`config.mk`:
```
export PLATFORM = sky130hd
export DESIGN_NAME = uart_tx_serializer
export DESIGN_NICKNAME = d
export VERILOG_FILES = /design/src/rtl/uart_pkg.sv /design/src/rtl/uart_baud_tick.sv /design/src/rtl/uart_tx_serializer.sv
export SDC_FILE = /design/constraint.sdc
export NUM_CORES = 1
export LEC_CHECK = 0
export ABC_AREA = 1
export BUFFER_PORTS_ARGS = -buffer_cell sky130_fd_sc_hd__buf_2
export CAP_MARGIN = 25
export CORE_MARGIN = 2
export CORE_UTILIZATION = 65
export CTS_BUF_LIST = sky130_fd_sc_hd__clkbuf_2 sky130_fd_sc_hd__clkbuf_4 sky130_fd_sc_hd__clkbuf_8
export DETAILED_ROUTE_END_ITERATION = 16
export PLACE_DENSITY = 0.86
export REMOVE_ABC_BUFFERS = 1
export SYNTH_ARGS = -nofsm -noshare
export SYNTH_HDL_FRONTEND = slang
export SYNTH_SLANG_ARGS = --single-unit
```
`constraint.sdc`:
```
create_clock -name internal_clk_fgpa -period 4.5 [get_ports internal_clk_fgpa]
set_input_delay 0.45 -clock internal_clk_fgpa [delete_from_list [all_inputs] [get_ports internal_clk_fgpa]]
set_output_delay 0.45 -clock internal_clk_fgpa [all_outputs]
set_load 0.05 [all_outputs]
```
`src/rtl/uart_pkg.sv`:
```
// Shared UART definitions: FSM state encoding, board clock constants and the
// baud divisor helper reused by both the transmitter and the future receiver.
package uart_pkg;

    typedef enum logic [2:0] {
        IDLE,
        START,
        DATA,
        PARITY,
        STOP,
        DONE
    } uart_state_t;

    localparam int CLK_FREQ_HZ  = 100_000_000;
    localparam int BAUD_DEFAULT = 115200;

    // Rounded to the nearest whole cycle so the bit-time error stays below half a clock.
    function automatic int calc_clks_per_bit(input int clk_hz, input int baud);
        return (clk_hz + baud / 2) / baud;
    endfunction

endpackage

```
`src/rtl/uart_baud_tick.sv`:
```
// Bit-rate clock-enable: a free-running divider that fires a one-cycle tick
// every CLKS_PER_BIT cycles and restarts its bit period on a synchronous clear.
module uart_baud_tick #(
    parameter int CLKS_PER_BIT = 868
) (
    input  logic internal_clk_fgpa,
    input  logic rst_n,
    input  logic clear,
    output logic tick
);

    localparam int CNT_W = $clog2(CLKS_PER_BIT);

    if (CLKS_PER_BIT < 2) begin : g_bad_clks_per_bit
        $error("uart_baud_tick: CLKS_PER_BIT must be at least 2");
    end

    logic [CNT_W-1:0] count;

    assign tick = (count == CNT_W'(CLKS_PER_BIT - 1));

    always_ff @(posedge internal_clk_fgpa or negedge rst_n) begin
        if (!rst_n) begin
            count <= '0;
        end else if (clear || tick) begin
            count <= '0;
        end else begin
            count <= count + 1'b1;
        end
    end

endmodule

```
`src/rtl/uart_tx_serializer.sv`:
```
// UART transmitter: accepts a word on a valid/ready handshake and shifts it out
// as start bit, LSB-first data, optional parity and one or two stop bits.
module uart_tx_serializer
    import uart_pkg::*;
#(
    parameter int CLKS_PER_BIT = calc_clks_per_bit(CLK_FREQ_HZ, BAUD_DEFAULT),
    parameter int DATA_BITS    = 8,
    parameter int PARITY_EN    = 0,
    parameter int PARITY_ODD   = 0,
    parameter int STOP_BITS    = 1
) (
    input  logic                 internal_clk_fgpa,
    input  logic                 rst_n,
    input  logic [DATA_BITS-1:0] tx_data,
    input  logic                 tx_valid,
    output logic                 tx_ready,
    output logic                 tx,
    output logic                 tx_busy,
    output logic                 tx_done
);

    localparam int BIT_W = $clog2(DATA_BITS + 1);

    if (DATA_BITS < 5 || DATA_BITS > 9) begin : g_bad_data_bits
        $error("uart_tx_serializer: DATA_BITS must be in 5..9");
    end
    if (STOP_BITS < 1 || STOP_BITS > 2) begin : g_bad_stop_bits
        $error("uart_tx_serializer: STOP_BITS must be 1 or 2");
    end

    uart_state_t          state;
    logic [DATA_BITS-1:0] shift_reg;
    logic [DATA_BITS-1:0] data_reg;
    logic [BIT_W-1:0]     bit_cnt;
    logic                 stop_cnt;
    logic                 accept;
    logic                 tick;

    assign accept = tx_valid && tx_ready;

    // Clearing on accept aligns every bit boundary of the frame to the accepting edge.
    uart_baud_tick #(
        .CLKS_PER_BIT(CLKS_PER_BIT)
    ) u_baud_tick (
        .internal_clk_fgpa(internal_clk_fgpa),
        .rst_n            (rst_n),
        .clear            (accept),
        .tick             (tick)
    );

    always_ff @(posedge internal_clk_fgpa or negedge rst_n) begin
        if (!rst_n) begin
            state     <= IDLE;
            tx        <= 1'b1;
            tx_ready  <= 1'b1;
            tx_busy   <= 1'b0;
            tx_done   <= 1'b0;
            shift_reg <= '0;
            data_reg  <= '0;
            bit_cnt   <= '0;
            stop_cnt  <= 1'b0;
        end else begin
            tx_done <= 1'b0;
            case (state)
                // DONE behaves like IDLE for acceptance, allowing one-idle-cycle back-to-back frames.
                IDLE, DONE: begin
                    tx <= 1'b1;
                    if (accept) begin
                        shift_reg <= tx_data;
                        data_reg  <= tx_data;
                        bit_cnt   <= '0;
                        stop_cnt  <= 1'b0;
                        state     <= START;
                        tx        <= 1'b0;
                        tx_ready  <= 1'b0;
                        tx_busy   <= 1'b1;
                    end else begin
                        state    <= IDLE;
                        tx_ready <= 1'b1;
                        tx_busy  <= 1'b0;
                    end
                end
                START: begin
                    if (tick) begin
                        state     <= DATA;
                        tx        <= shift_reg[0];
                        shift_reg <= shift_reg >> 1;
                    end
                end
                DATA: begin
                    if (tick) begin
                        if (bit_cnt == BIT_W'(DATA_BITS - 1)) begin
                            if (PARITY_EN != 0) begin
                                state <= PARITY;
                                tx    <= (^data_reg) ^ (PARITY_ODD != 0);
                            end else begin
                                state <= STOP;
                                tx    <= 1'b1;
                            end
                        end else begin
                            bit_cnt   <= bit_cnt + 1'b1;
                            tx        <= shift_reg[0];
                            shift_reg <= shift_reg >> 1;
                        end
                    end
                end
                PARITY: begin
                    if (tick) begin
                        state <= STOP;
                        tx    <= 1'b1;
                    end
                end
                STOP: begin
                    if (tick) begin
                        if (stop_cnt == 1'(STOP_BITS - 1)) begin
                            state    <= DONE;
                            tx       <= 1'b1;
                            tx_done  <= 1'b1;
                            tx_ready <= 1'b1;
                            tx_busy  <= 1'b0;
                        end else begin
                            stop_cnt <= 1'b1;
                        end
                    end
                end
                default: begin
                    state <= IDLE;
                end
            endcase
        end
    end

endmodule

```
==> After elaboration in Yosys (flattened, before gate mapping) <==
Index checks and enable logic that the tools add are counted.
{ "classes": {"n_addsub": 2, "div_mod_pow": 0, "muxes": 38, "n_lt_le_gt_ge": 0, "shift": 0, "multipliers": 0, "n_eq_ne": 15, "reduce_logical": 14, "n_bitwise": 0} }
{ "ops": {"columns": ["operator", "n"], "rows": [
  ["8-bit two-way mux", 4],
  ["8-bit case mux with 3 select lines", 1],
  ["3-bit two-way mux", 6],
  ["1-bit two-way mux", 17],
  ["3-bit case mux with 5 select lines", 1],
  ["4-bit two-way mux", 3],
  ["6-bit AND reduction", 2],
  ["10-bit by 1-bit adder with 10-bit output (second input constant)", 1],
  ["10-bit equality test (second input constant)", 1],
  ["10-bit two-way mux", 1],
  ["2-bit by 1-bit inequality test with 1-bit output (second input constant)", 5],
  ["4-bit case mux with 2 select lines", 1],
  ["3-bit by 2-bit equality test with 1-bit output (second input constant)", 2],
  ["3-bit equality test (second input constant)", 2],
  ["2-bit inequality test (second input constant)", 3],
  ["1-bit case mux with 2 select lines", 3],
  ["3-bit AND reduction", 2],
  ["1-bit case mux with 5 select lines", 1],
  ["5-bit AND reduction", 1],
  ["5-bit nonzero test", 1],
  ["4-bit by 1-bit adder with 4-bit output (second input constant)", 1],
  ["4-bit by 3-bit equality test with 1-bit output (second input constant)", 1],
  ["4-bit AND reduction", 1],
  ["2-bit nonzero test", 2],
  ["6 further kinds", 6]
]} }
{ "totals": {"elab_cells": 78, "ram_bits": 0, "in_bits": 11, "memories": 0, "ff_bits": 30, "output_inout_bits": 4, "latch_bits": 0, "rom_bits": 0} }

==> Logic depth before layout (Yosys ltp) <==
Gate-level depths: netlist of the first run.
{ "logic_depth": {"depth_word": 4, "ltp_mapped": 9, "mapped_depth_nobuf": 9} }

==> Hierarchy <==
A second synthesis of the first run with hierarchy kept.
{ "unflattened": {"hier_cells": 231, "hier_area_um2": 1697.9} }
{ "by_module_without_submodules": {"columns": ["module", "seq_area_each_um2", "instances", "cells_per_inst", "area_per_inst_um2"], "rows": [
  ["uart_tx_serializer", 478.0, 1, 155, 1137.3],
  ["uart_baud_tick", 250.2, 1, 76, 560.5]
]} }

==> Least setup slack after synthesis of the first run <==
Ideal clock, no wire load.
{ "synth_timing": {"path_type": "register to register", "start": "register u_baud_tick.count[0]", "end": "register shift_reg[0]", "setup_slack_ps": 3015, "path_buffers": 0, "stages_incl_launch_ff": 9, "required_time_ps": 4383, "synth_period_minus_slack_ps": 1485, "setup_ps": 117, "arrival_ps": 1369, "path_cell_list": "dfrtp_1 ha_1 nand2_2 nor2_2 nand3_4 a21oi_4 nand2_2 nand2_1 nand2_1"} }
{ "synth_via": {"elab_chain_cells": 3, "elab_cells_between_ends": 4, "classes_between": "eq/ne (3); reduce/logical (1)"} }
{ "synth_lines": {"columns": ["item", "line_no", "text"], "rows": [
  ["start: declaration", "uart_baud_tick.sv:18", "logic [CNT_W-1:0] count;"],
  ["start signal: assignment", "uart_baud_tick.sv:28", "count <= count + 1'b1;"],
  ["10-bit equality test (*)", "uart_baud_tick.sv:20", "assign tick = (count == CNT_W'(CLKS_PER_BIT - 1));"],
  ["2-bit by 1-bit inequality test with 1-bit output (no line)", null, null],
  ["5-bit AND reduction (no line) (*)", null, null],
  ["end signal: assignment", "uart_tx_serializer.sv:69", "shift_reg <= tx_data;"],
  ["end signal: assignment", "uart_tx_serializer.sv:87", "shift_reg <= shift_reg >> 1;"],
  ["end signal: assignment", "uart_tx_serializer.sv:103", "shift_reg <= shift_reg >> 1;"],
  ["end: declaration", "uart_tx_serializer.sv:32", "logic [DATA_BITS-1:0] shift_reg;"]
]} }
Every way passes the cells marked *; elsewhere a longest branch is shown, timed or not.
A chain may end at the register's enable or synchronous reset.

==> Worst setup path after layout of the first run <==
{ "layout_timing": {"start": "register u_baud_tick.count[0]", "end": "register bit_cnt[2]"} }
{ "layout_via": {"elab_chain_cells": 3} }
{ "layout_lines": {"columns": ["item", "line_no", "text"], "rows": [
  ["10-bit equality test", "uart_baud_tick.sv:20", null],
  ["2-bit by 1-bit inequality test with 1-bit output (no line)", null, null],
  ["4-bit AND reduction (no line)", null, null],
  ["end signal: assignment", "uart_tx_serializer.sv:101", "bit_cnt <= bit_cnt + 1'b1;"],
  ["end: declaration", "uart_tx_serializer.sv:34", "logic [BIT_W-1:0] bit_cnt;"]
]} }
Every way passes these cells.

==> summary.txt, run 1 <==
Yosys
  – Synth Area in XOR/XNOR: 0.5512%
  – Synth Area in Simple Gates: about two fifths
  – Adder-cell share of the synthesized area: approximately 1.6%
  – Avg Cell Area, Syn: 7.751 µm²
  – Cell variety after synth: 30
  – Main combinational cell family by area after synthesis: simple AND/OR/NAND/NOR gates
  – Post-synthesis compound-gate area fraction: 6.929%
  – Seq/Total Area, Yosys: 45.83%
  – Mapped Area: 0.001589 mm²
  – Yosys warnings: 0
  – Syn Inst Count: 205
  – Mux contribution to synthesized area: 0%
  – Number of synthesized register bits: 29

Final layout
  – Layout Utilization: 77.08%
  – Fraction of layout cells with a size suffix above 1: 20.54%
  – # nets final: 237
  – N_diodes: 0
  – Max FFs per register: 10
  – P&R area growth vs syn: 9.370%

Routing
  – Pre-antenna DRT Iters: 4
  – Met3 routed WL: 149 µm
  – Post-detailed-route via-to-cell ratio: 5.738
  – Post-route DRC violation count: 0
  – Routed WL: 3271 µm
  – Routed vias: approximately 1,400
  – DRT met1 WL: 1436 µm
  – Met2 WL post-DR: 1619 µm
  – Initial DRC count: 63
  – Highest routed layer: met4
  – Post-route ant nets: 0
  – DR WL/cell: roughly 13 µm

STA
  – Final hold viol count: 0
  – Setup Total Neg Slack: 0 ps
  – Fmax: between 500 and 600 MHz
  – Rel. slew slack: ~58%
  – Final Skew: 13.82 ps
  – # setup viols final: 0
  – Final period util: about 40%
  – Crit path time final: 1802 ps
  – Slew Limit Fails: 0
  – Tightest Pin Transition: 632.1 ps
  – Unrepaired setup endpoints after global routing: false

Floorplanning
  – Die X: 53.45 µm
  – Num rows: 17
  – Die area: roughly 0.0029 mm²
  – Initial cell density of the core: 70.48%
  – Die Span Y: between 50 and 60 µm
  – Core box area: 0.002255 mm²
  – IO Count: 15

Clocking
  – H-tree depth: 2
  – CTS tree: built
  – CTS Sinks: 29
  – Cts bufs inserted: 5
  – Skew-Pair Late Insertion Delay: between 300 and 400 ps
  – Cts repair resizes: 0
  – CTS max path bufs: 2
  – Setup Fix Bufs, Post-CTS: 0
  – Clock root buffer: clkbuf_4
  – Clock-pin slew on the worst setup and hold paths: 100 ps
  – CTS Hold Buffers Added: 0

Place
  – Port Buffers: 14
  – GPL Wtd Cong: between 0.9 and 1
  – DP HPWL: 2349 µm

GRT
  – Initial antenna violation count: 0
  – GRT Util Overall: 28.44%
  – Vias in the first global route: ~1,400
  – First-pass GRT wire length: 5664 µm
  – Largest net degree at the start of global routing: 30
  – Grt total ovfl: 0

Setup path
  – CP Data Arrival Time: 2020 ps
  – Cell count of the worst reg-to-reg path: 8
  – Crit Path Max Fanout: 14
  – CP Class: flip-flop to flip-flop
  – Critical Path Source Type: flip-flop
  – Endpoint class of the critical path: flip-flop
  – CP required: around 4700 ps

Power and ir drop
  – Static Leak: 0.8779 nW
  – P per Cell Area: 257.8 mW/mm²
  – Final Total Pwr: 0.4481 mW
  – VDD IR-drop max: approximately 0.23 mV

Run
  – Max-cap violations: 0

Outcome
  – Status: finished, final reports clean

Min path
  – Hold Crit Class: primary input to async pin
-- where the power goes --
group | internal [mW] | leakage, nW | switching [mW]
Sequential | 0.263 | 0.385 | 0.00157
Clock | 0.0797 | 0.0348 | 0.0878
Combinational | 0.00553 | 0.458 | 0.0109
-- cell usage in the layout, fill, tap and decap left out --
cell type	netlist	routed
nand2_2	4	4
or2_2	1	1
nor2_2	3	3
ha_1	2	2
clkbuf_4	0	6
nor3b_1	4	4
clkinv_1	1	1
o21bai_1	1	1
nand3_1	24	24
nand3b_1	2	2
nor2_1	18	18
a21oi_1	7	7
a21oi_4	2	2
nand3_2	1	1
nand4_1	4	4
buf_2	0	14
nor3_1	6	6
nand2_1	67	67
nor4_1	1	1
clkbuf_8	0	1
nand2_4	1	1
o21ai_2	1	1
inv_2	9	9
dfrtp_1	27	27
o21ai_1	2	2
dfstp_2	2	2
xor2_1	1	1
inv_1	8	8
o22ai_1	1	1
o21ai_0	2	2
nand3_4	1	1
-- critical path: stages, from the launching register on --
cell and delay, ps:
dfrtp_1 380, ha_1 230, nand2_2 100, nor2_2 150, nand3_4 140, a21oi_4 350
nand2_1 190, nand2_1 100, nand2_1 50
-- area by class of cell --
cell class,count,area [µm²]
Multi-Input combinational cell,156,778.2
Sequential cell,29,728.2
Fill cell,165,516.7
Timing Repair Buffer,14,70.07
Inverter,18,67.56
Clock buffer,7,58.81
Tap cell,28,35.03
-- cell families (layout without fill, tap and decap cells) --
logic type,Yosys count,after routing
compound gates,16,16
xor+xnor,1,1
fa+ha+maj,2,2
buf+inv,20,39
flops,29,29
simple gates,137,137
-- routing by layer --
metal	global-route usage [%]	up-vias
li1	-	707
met1	32.54	684
met2	47.53	49
met3	9.040	6
met4	13.68	0
met5	0	-
-- cells in the mapped netlist --
cell type	count	share of area [%]
clkbuf_1	1	0.24
nand4_1	4	1.6
inv_1	8	1.9
dfstp_2	2	3.3
nor4_1	1	0.39
nand3_1	24	7.6
nor2_1	18	4.3
nand2_4	1	0.71
buf_6	1	0.71
o21ai_2	1	0.55
xor2_1	1	0.55
nand3_2	1	0.63
o21bai_1	1	0.47
a21oi_4	2	2.0
clkinv_1	1	0.24
nor3b_1	4	1.9
nand3b_1	2	0.94
dfrtp_1	27	43
o21ai_0	2	0.63
or2_2	1	0.39
ha_1	2	1.6
nor2_2	3	1.2
nor3_1	6	1.9
nand2_1	67	16
nand2_2	4	1.6
o21ai_1	2	0.63
o22ai_1	1	0.39
inv_2	9	2.1
a21oi_1	7	2.2
nand3_4	1	1.1
-- through the flow --
step / instances / instance area, µm² / hold slack, ps / setup slack (ps)
4_1_cts: 252 / 1738 / 154.3 / 2692
3_3_place_gp: 245 / 1679 / 443.6 / 2804
6_report: 252 / 1738 / 123.1 / 2698
5_1_grt: 252 / 1738 / 156.0 / 2468
2_1_floorplan: 203 / 1574 / 154.4 / 2902
3_5_place_dp: 245 / 1679 / 452.7 / 2713
-- worst paths after layout --
check / start / slack (ps) / endpoint
max: u_baud_tick.count[0] / 2700 / bit_cnt[2]
max in group asynchronous: rst_n / 3950 / shift_reg[2]
max reg2reg: u_baud_tick.count[0] / 2700 / bit_cnt[2]
min in group internal_clk_fgpa: tx_data[7] / 450 / shift_reg[7]
min reg2reg: tx / 470 / tx
min: rst_n / 120 / u_baud_tick.count[4]
Note: power is estimated with default switching activity, not from simulation.
==> run 2, diff against run 1 <==
--- a/config.mk
+++ b/config.mk
@@ -9,10 +9,10 @@
 export BUFFER_PORTS_ARGS = -buffer_cell sky130_fd_sc_hd__buf_2
 export CAP_MARGIN = 25
 export CORE_MARGIN = 2
-export CORE_UTILIZATION = 65
+export CORE_UTILIZATION = 61
 export CTS_BUF_LIST = sky130_fd_sc_hd__clkbuf_2 sky130_fd_sc_hd__clkbuf_4 sky130_fd_sc_hd__clkbuf_8
 export DETAILED_ROUTE_END_ITERATION = 16
-export PLACE_DENSITY = 0.86
+export PLACE_DENSITY = 0.82
 export REMOVE_ABC_BUFFERS = 1
 export SYNTH_ARGS = -nofsm -noshare
 export SYNTH_HDL_FRONTEND = slang
==> constraint.sdc (replaced) <==
create_clock -name internal_clk_fgpa -period 1.67 [get_ports internal_clk_fgpa]
set_input_delay 0.167 -clock internal_clk_fgpa [delete_from_list [all_inputs] [get_ports internal_clk_fgpa]]
set_output_delay 0.167 -clock internal_clk_fgpa [all_outputs]
set_load 0.05 [all_outputs]
==> run 2 against run 1 <==
  * Power increased to 2.8 times the previous value
  * Clock-buffer cell count unchanged
  * Wire length increased by 8.2%
  * First-iteration DRC count decreased by 7.9%
  * Register-to-register slack got worse by 2700 ps
  * Via count increased by 1.0%
  * Fmax increased by 9.7%
  * Die area increased by 6.1%
  * Flip-flop and latch count unchanged
  * Non-clock buffer count increased by 11
  * Final cell count increased by 5.6%
  * Sequential power increased to 2.7 times the previous value
  * Critical path type unchanged
  * Critical endpoint is now state[1]
  * Largest power group unchanged
  * Highest routed layer unchanged
==> summary.txt, run 2 (synthesis gave the netlist of run 1 again) <==
Outcome
  – Status: finished, final reports clean

Final layout
  – Post-route non-filler standard cell count: 266
  – Layout Utilization: 74.85%
  – Commonest non-fill, non-tap cells in the layout: nand2_1, dfrtp_1, nand3_1, nor2_1, buf_2
  – P&R area growth vs syn: 16.69%
  – Multi-input gate area: 788.3 µm²
  – Commonest non-fill, non-tap cell in the layout: nand2_1
  – Storage cell area: 728.2 µm²
  – Max FFs per register: 10
  – # nets final: 248
  – Fillers: approximately 190
  – N_diodes: 0
  – Fraction of layout cells with a size suffix above 1: 25.00%
  – Fin area: roughly 0.0019 mm²

Floorplanning
  – Initial cell density of the core: 64.14%
  – Core box area: 0.002477 mm²
  – Num rows: 18
  – Die Span Y: 55.04 µm
  – IO Count: 15
  – Die X: 55.04 µm
  – Die area: between 0.003 and 0.004 mm²

Routing
  – Initial DRC count: 58
  – Routed WL: 3538 µm
  – DR WL/cell: 13.30 µm
  – Post-detailed-route via-to-cell ratio: roughly 5.5
  – Pre-antenna DRT Iters: 4
  – Post-route ant nets: 0
  – Post-route DRC violation count: 0
  – Routed vias: 1,461

Clocking
  – CTS max path bufs: 2
  – CTS Sinks: 29
  – Cts bufs inserted: 5
  – Clock root buffer: clkbuf_4
  – CTS tree: built
  – Clock-pin slew on the worst setup and hold paths: about 90 ps
  – Skew-Pair Late Insertion Delay: around 340 ps
  – H-tree depth: 2

GRT
  – First-pass GRT wire length: 5423 µm
  – Largest net degree at the start of global routing: 30
  – Vias in the first global route: ~1,300
  – Grt total ovfl: 0
  – GRT Util Overall: 25.34%
  – Initial antenna violation count: 0

Setup path
  – CP required: 1890 ps
  – Endpoint class of the critical path: flip-flop
  – CP Class: flip-flop to flip-flop
  – Critical Path Source Type: flip-flop
  – Crit Path Max Fanout: 6
  – CP Data Arrival Time: 1860 ps
  – Cell count of the worst reg-to-reg path: 9

STA
  – Setup Total Neg Slack: 0 ps
  – Final Skew: ~3.5 ps
  – Final period util: 98.34%
  – # setup viols final: 0
  – Final hold viol count: 0
  – Minimum hold slack: 142.1 ps
  – Slew Limit Fails: 0
  – Tightest Pin Transition: 633.4 ps
  – Fmax: 608.9 MHz
  – Rel. slew slack: 57.77%
  – Crit path time final: 1642 ps
  – Final worst setup slack: around 28 ps

Min path
  – Hold Crit Class: primary input to flip-flop
  – Hold Path Stages: 5

Place
  – Dpl ws: 73.64 ps
  – Inst Count DP: 252
  – Port Buffers: 14
  – Dpl cell area: roughly 0.0017 mm²
  – DP HPWL: 2343 µm
  – GPL Wtd Cong: about 0.83

Power and ir drop
  – Static Leak: 0.9384 nW
  – P per Cell Area: 682.1 mW/mm²
  – VDD IR-drop max: 0.6982 mV
  – Final Total Pwr: 1.265 mW

Run
  – Max-cap violations: 0
run 2: changes by cell type in the layout (fill, tap and decap cells not counted):
| cell | previous run | this run |
|---|---|---|
| buf_4 | 0 | 8 |
| buf_6 | 0 | 2 |
| clkbuf_4 | 6 | 5 |
| clkbuf_8 | 1 | 2 |
| clkinv_2 | 0 | 1 |
| dlygate4sd3_1 | 0 | 1 |
| ha_1 | 2 | 1 |
| ha_2 | 0 | 1 |
| nand2_1 | 67 | 66 |
| nand2_4 | 1 | 2 |
run 2: metal layers:
metal  up-vias  global-route usage, %  wire (µm)
li1        730                      -          -
met1       680                  32.13       1570
met2        41                  39.68       1727
met3        10                  8.602        174
met4         0                  10.16         65
met5         -                      0          0
run 2: worst paths after layout:
| kind | end | startpoint | slack (ps) |
|---|---|---|---|
| worst max register to register | state[1] | u_baud_tick.count[1] | 30 |
| worst max-delay path | state[1] | u_baud_tick.count[1] | 30 |
| worst min-delay path | shift_reg[7] | tx_data[7] | 140 |
| max in group asynchronous | shift_reg[2] | rst_n | 890 |
| worst min register to register | tx | tx | 480 |
| min in group asynchronous | u_baud_tick.count[6] | rst_n | 380 |
run 2: critical path, stage by stage (launching register included):
cell	delay [ps]
dfrtp_1	370
ha_2	190
nand2_2	80
nor2_2	160
nand3_4	150
buf_4	170
o21ai_2	80
nand2_1	140
nand2_1	90
o21ai_1	90
run 2: where the power goes:
part | switching (mW) | internal [mW]
clock | 0.257 | 0.244
combinational | 0.0314 | 0.0202
sequential | 0.00495 | 0.708
run 2: cell type report:
class / count / share of cell area (%)
Inverter: 18 / 3.644
Multi-Input combinational cell: 156 / 42.51
Sequential cell: 29 / 39.27
Timing Repair Buffer: 25 / 8.772
Clock inverter: 1 / 0.2699
Tap cell: 30 / 2.024
Clock buffer: 7 / 3.509
run 2: timing repair:
item | 4_1_cts | 5_1_grt
hold endpoints to repair | 27 | 0
endpoints found under the setup margin | 0 | 13
resized for setup | 0 | 5
hold buffers | 1 | 0
setup buffers | 0 | 5
==> run 3, diff against run 2 <==
--- a/config.mk
+++ b/config.mk
@@ -6,7 +6,7 @@
 export NUM_CORES = 1
 export LEC_CHECK = 0
 export ABC_AREA = 1
-export BUFFER_PORTS_ARGS = -buffer_cell sky130_fd_sc_hd__buf_2
+export BUFFER_PORTS_ARGS = -buffer_cell sky130_fd_sc_hd__buf_4
 export CAP_MARGIN = 25
 export CORE_MARGIN = 2
 export CORE_UTILIZATION = 61
==> run 3 against run 2 <==
  * Clock power decreased by 6.8%
  * Core utilization rose by 0.81 points
  * Global-route usage is 1.1 points higher
  * Sequential share of layout area down 0.42 points
  * Critical path depth unchanged
  * Non-clock buffer count decreased by 2
  * Die area stayed put
==> summary.txt, run 3 (synthesis gave the netlist of run 1 again) <==
Outcome
  – Status: finished, final reports clean

Final layout
  – Commonest non-fill, non-tap cells in the layout: nand2_1, dfrtp_1, nand3_1, buf_4, nor2_1
  – Fraction of layout cells with a size suffix above 1: 24.36%
  – P&R area growth vs syn: 17.95%
  – Multi-input gate area: roughly 800 µm²
  – Fillers: 193
  – Layout Utilization: 75.66%
  – # nets final: about 250
  – Commonest non-fill, non-tap cell in the layout: nand2_1
  – Storage cell area: 728.2 µm²
  – Max FFs per register: 10
  – N_diodes: 0
  – Post-route non-filler standard cell count: 264

Floorplanning
  – Die area: between 0.003 and 0.004 mm²
  – IO Count: 15
  – Num rows: 18
  – Die Span Y: 55.04 µm
  – Core box area: between 0.002 and 0.0025 mm²
  – Die X: 55.04 µm
  – Initial cell density of the core: 64.14%

GRT
  – First-pass GRT wire length: 5589 µm
  – Initial antenna violation count: 0
  – GRT Util Overall: 26.46%
  – Grt total ovfl: 0
  – Largest net degree at the start of global routing: 30
  – Vias in the first global route: about 1,300

Routing
  – Post-detailed-route via-to-cell ratio: around 5.7
  – DR WL/cell: between 10 and 15 µm
  – Pre-antenna DRT Iters: 4
  – Routed WL: 3538 µm
  – Routed vias: 1,512
  – Post-route DRC violation count: 0
  – Post-route ant nets: 0
  – Initial DRC count: between 50 and 60

Setup path
  – Reg2Reg Launch Point: bit_cnt[0]
  – Setup crit end: bit_cnt[1]
  – Cell count of the worst reg-to-reg path: 9
  – Crit Path Max Fanout: 5
  – Endpoint class of the critical path: flip-flop
  – Flop2flop setup slack: 70 ps
  – Worst Setup SP: bit_cnt[0]
  – Most common cell on crit path: nand2_1
  – Critical Path Source Type: flip-flop
  – CP required: 1910 ps
  – FF-to-FF End: bit_cnt[1]
  – CP bufs+invs: 0
  – Delay-heaviest family, CP: simple AND/OR/NAND/NOR gates
  – Max incr delay on CP: 430 ps
  – CP Depth: 9
  – Critical path's slowest cell: dfrtp_1
  – CP cell instances: ha_1 -> nand2_1 -> nor2_1 -> nand2_1 -> nand2_2 -> nor2_2 -> nand2_2 -> nand2_1 -> nand2_1
  – CP Class: flip-flop to flip-flop
  – CP Data Arrival Time: 1840 ps

STA
  – Final hold viol count: 0
  – Tightest Pin Transition: 396.1 ps
  – Rel. slew slack: between 70 and 80%
  – Slew Limit Fails: 0
  – Final worst setup slack: 66.65 ps
  – # setup viols final: 0
  – Fmax: roughly 620 MHz
  – Final Skew: just over 6 ps
  – Final period util: 96.01%
  – Crit path time final: between 1500 and 2000 ps

Power and ir drop
  – Final Total Pwr: 1.243 mW
  – Static Leak: 0.9415 nW
  – P per Cell Area: 663.0 mW/mm²
  – VDD IR-drop max: about 0.67 mV

Clocking
  – Skew-Pair Late Insertion Delay: 340 ps
  – Cts bufs inserted: 5
  – Clock root buffer: clkbuf_4
  – Clock-pin slew on the worst setup and hold paths: 90 ps
  – CTS max path bufs: 2
  – CTS tree: built
  – CTS Sinks: 29
  – H-tree depth: 2

Min path
  – Hold Crit Start: tx_data[7]
  – Hold Crit Class: primary input to flip-flop

Place
  – GPL Wtd Cong: 0.8107
  – Inst Count DP: 250
  – Port Buffers: 14
  – Dpl ws: ~33 ps
  – DP HPWL: around 2400 µm

Run
  – Max-cap violations: 0
run 3: changes by cell type in the layout (fill, tap and decap cells not counted), sizes merged:
cell / change
buf: -2
clkinv: -1
clkbuf: +1
run 3: power by group:
group	internal [mW]	switching, mW	leakage (nW)	total [mW]
clock	0.216	0.251	0.0368	0.467
combinational	0.0301	0.0330	0.519	0.0631
sequential	0.708	0.00464	0.385	0.712
run 3: area by class of cell:
type                            count  area share, %
Clock buffer                        8          3.204
Inverter                           18          3.605
Multi-Input combinational cell    156          42.59
Sequential cell                    29          38.85
Tap cell                           30          2.003
Timing Repair Buffer               23          9.746
run 3: tightest hold or removal path, delay by kind of cell:
family | cells | cell delay, ps
and+or+nand+nor | 3 | 160
buffers and inverters | 2 | 140
run 3: layer usage:
layer,global-route usage [%],up-vias,routed length (µm)
li1,-,729,-
met1,31.30,711,1523
met2,42.06,58,1707
met3,6.989,14,194
met4,17.48,0,112
met5,0,-,0
run 3: worst min path at each step:
| stage | endpoint | slack, ps | depth (start not counted) |
|---|---|---|---|
| after global routing | shift_reg[7] | 200 | 5 |
| after floorplan | bit_cnt[0] | -130 | 0 |
| after CTS | shift_reg[7] | 160 | 5 |
| after global placement | tx_done | 100 | 1 |
| final | shift_reg[7] | 160 | 5 |
| after detailed placement | tx_busy | 110 | 1 |
run 3: per-stage QoR:
stage                     hold slack [ps]  TNS (ps)  instance area, µm²
after global routing                197.5    -103.6                1874
after global placement              100.3         0                1739
after floorplan                    -128.6         0                1574
after CTS                           162.6         0                1809
final                               163.0         0                1874
after detailed placement            109.4         0                1739
run 3: timing repair:
| action | 4_1_cts | 5_1_grt |
|---|---|---|
| hold buffers | 1 | 0 |
| setup endpoints to repair | 0 | 12 |
| buffers inserted | 0 | 5 |
| resized for setup | 0 | 7 |
| endpoints found under the hold margin | 27 | 0 |
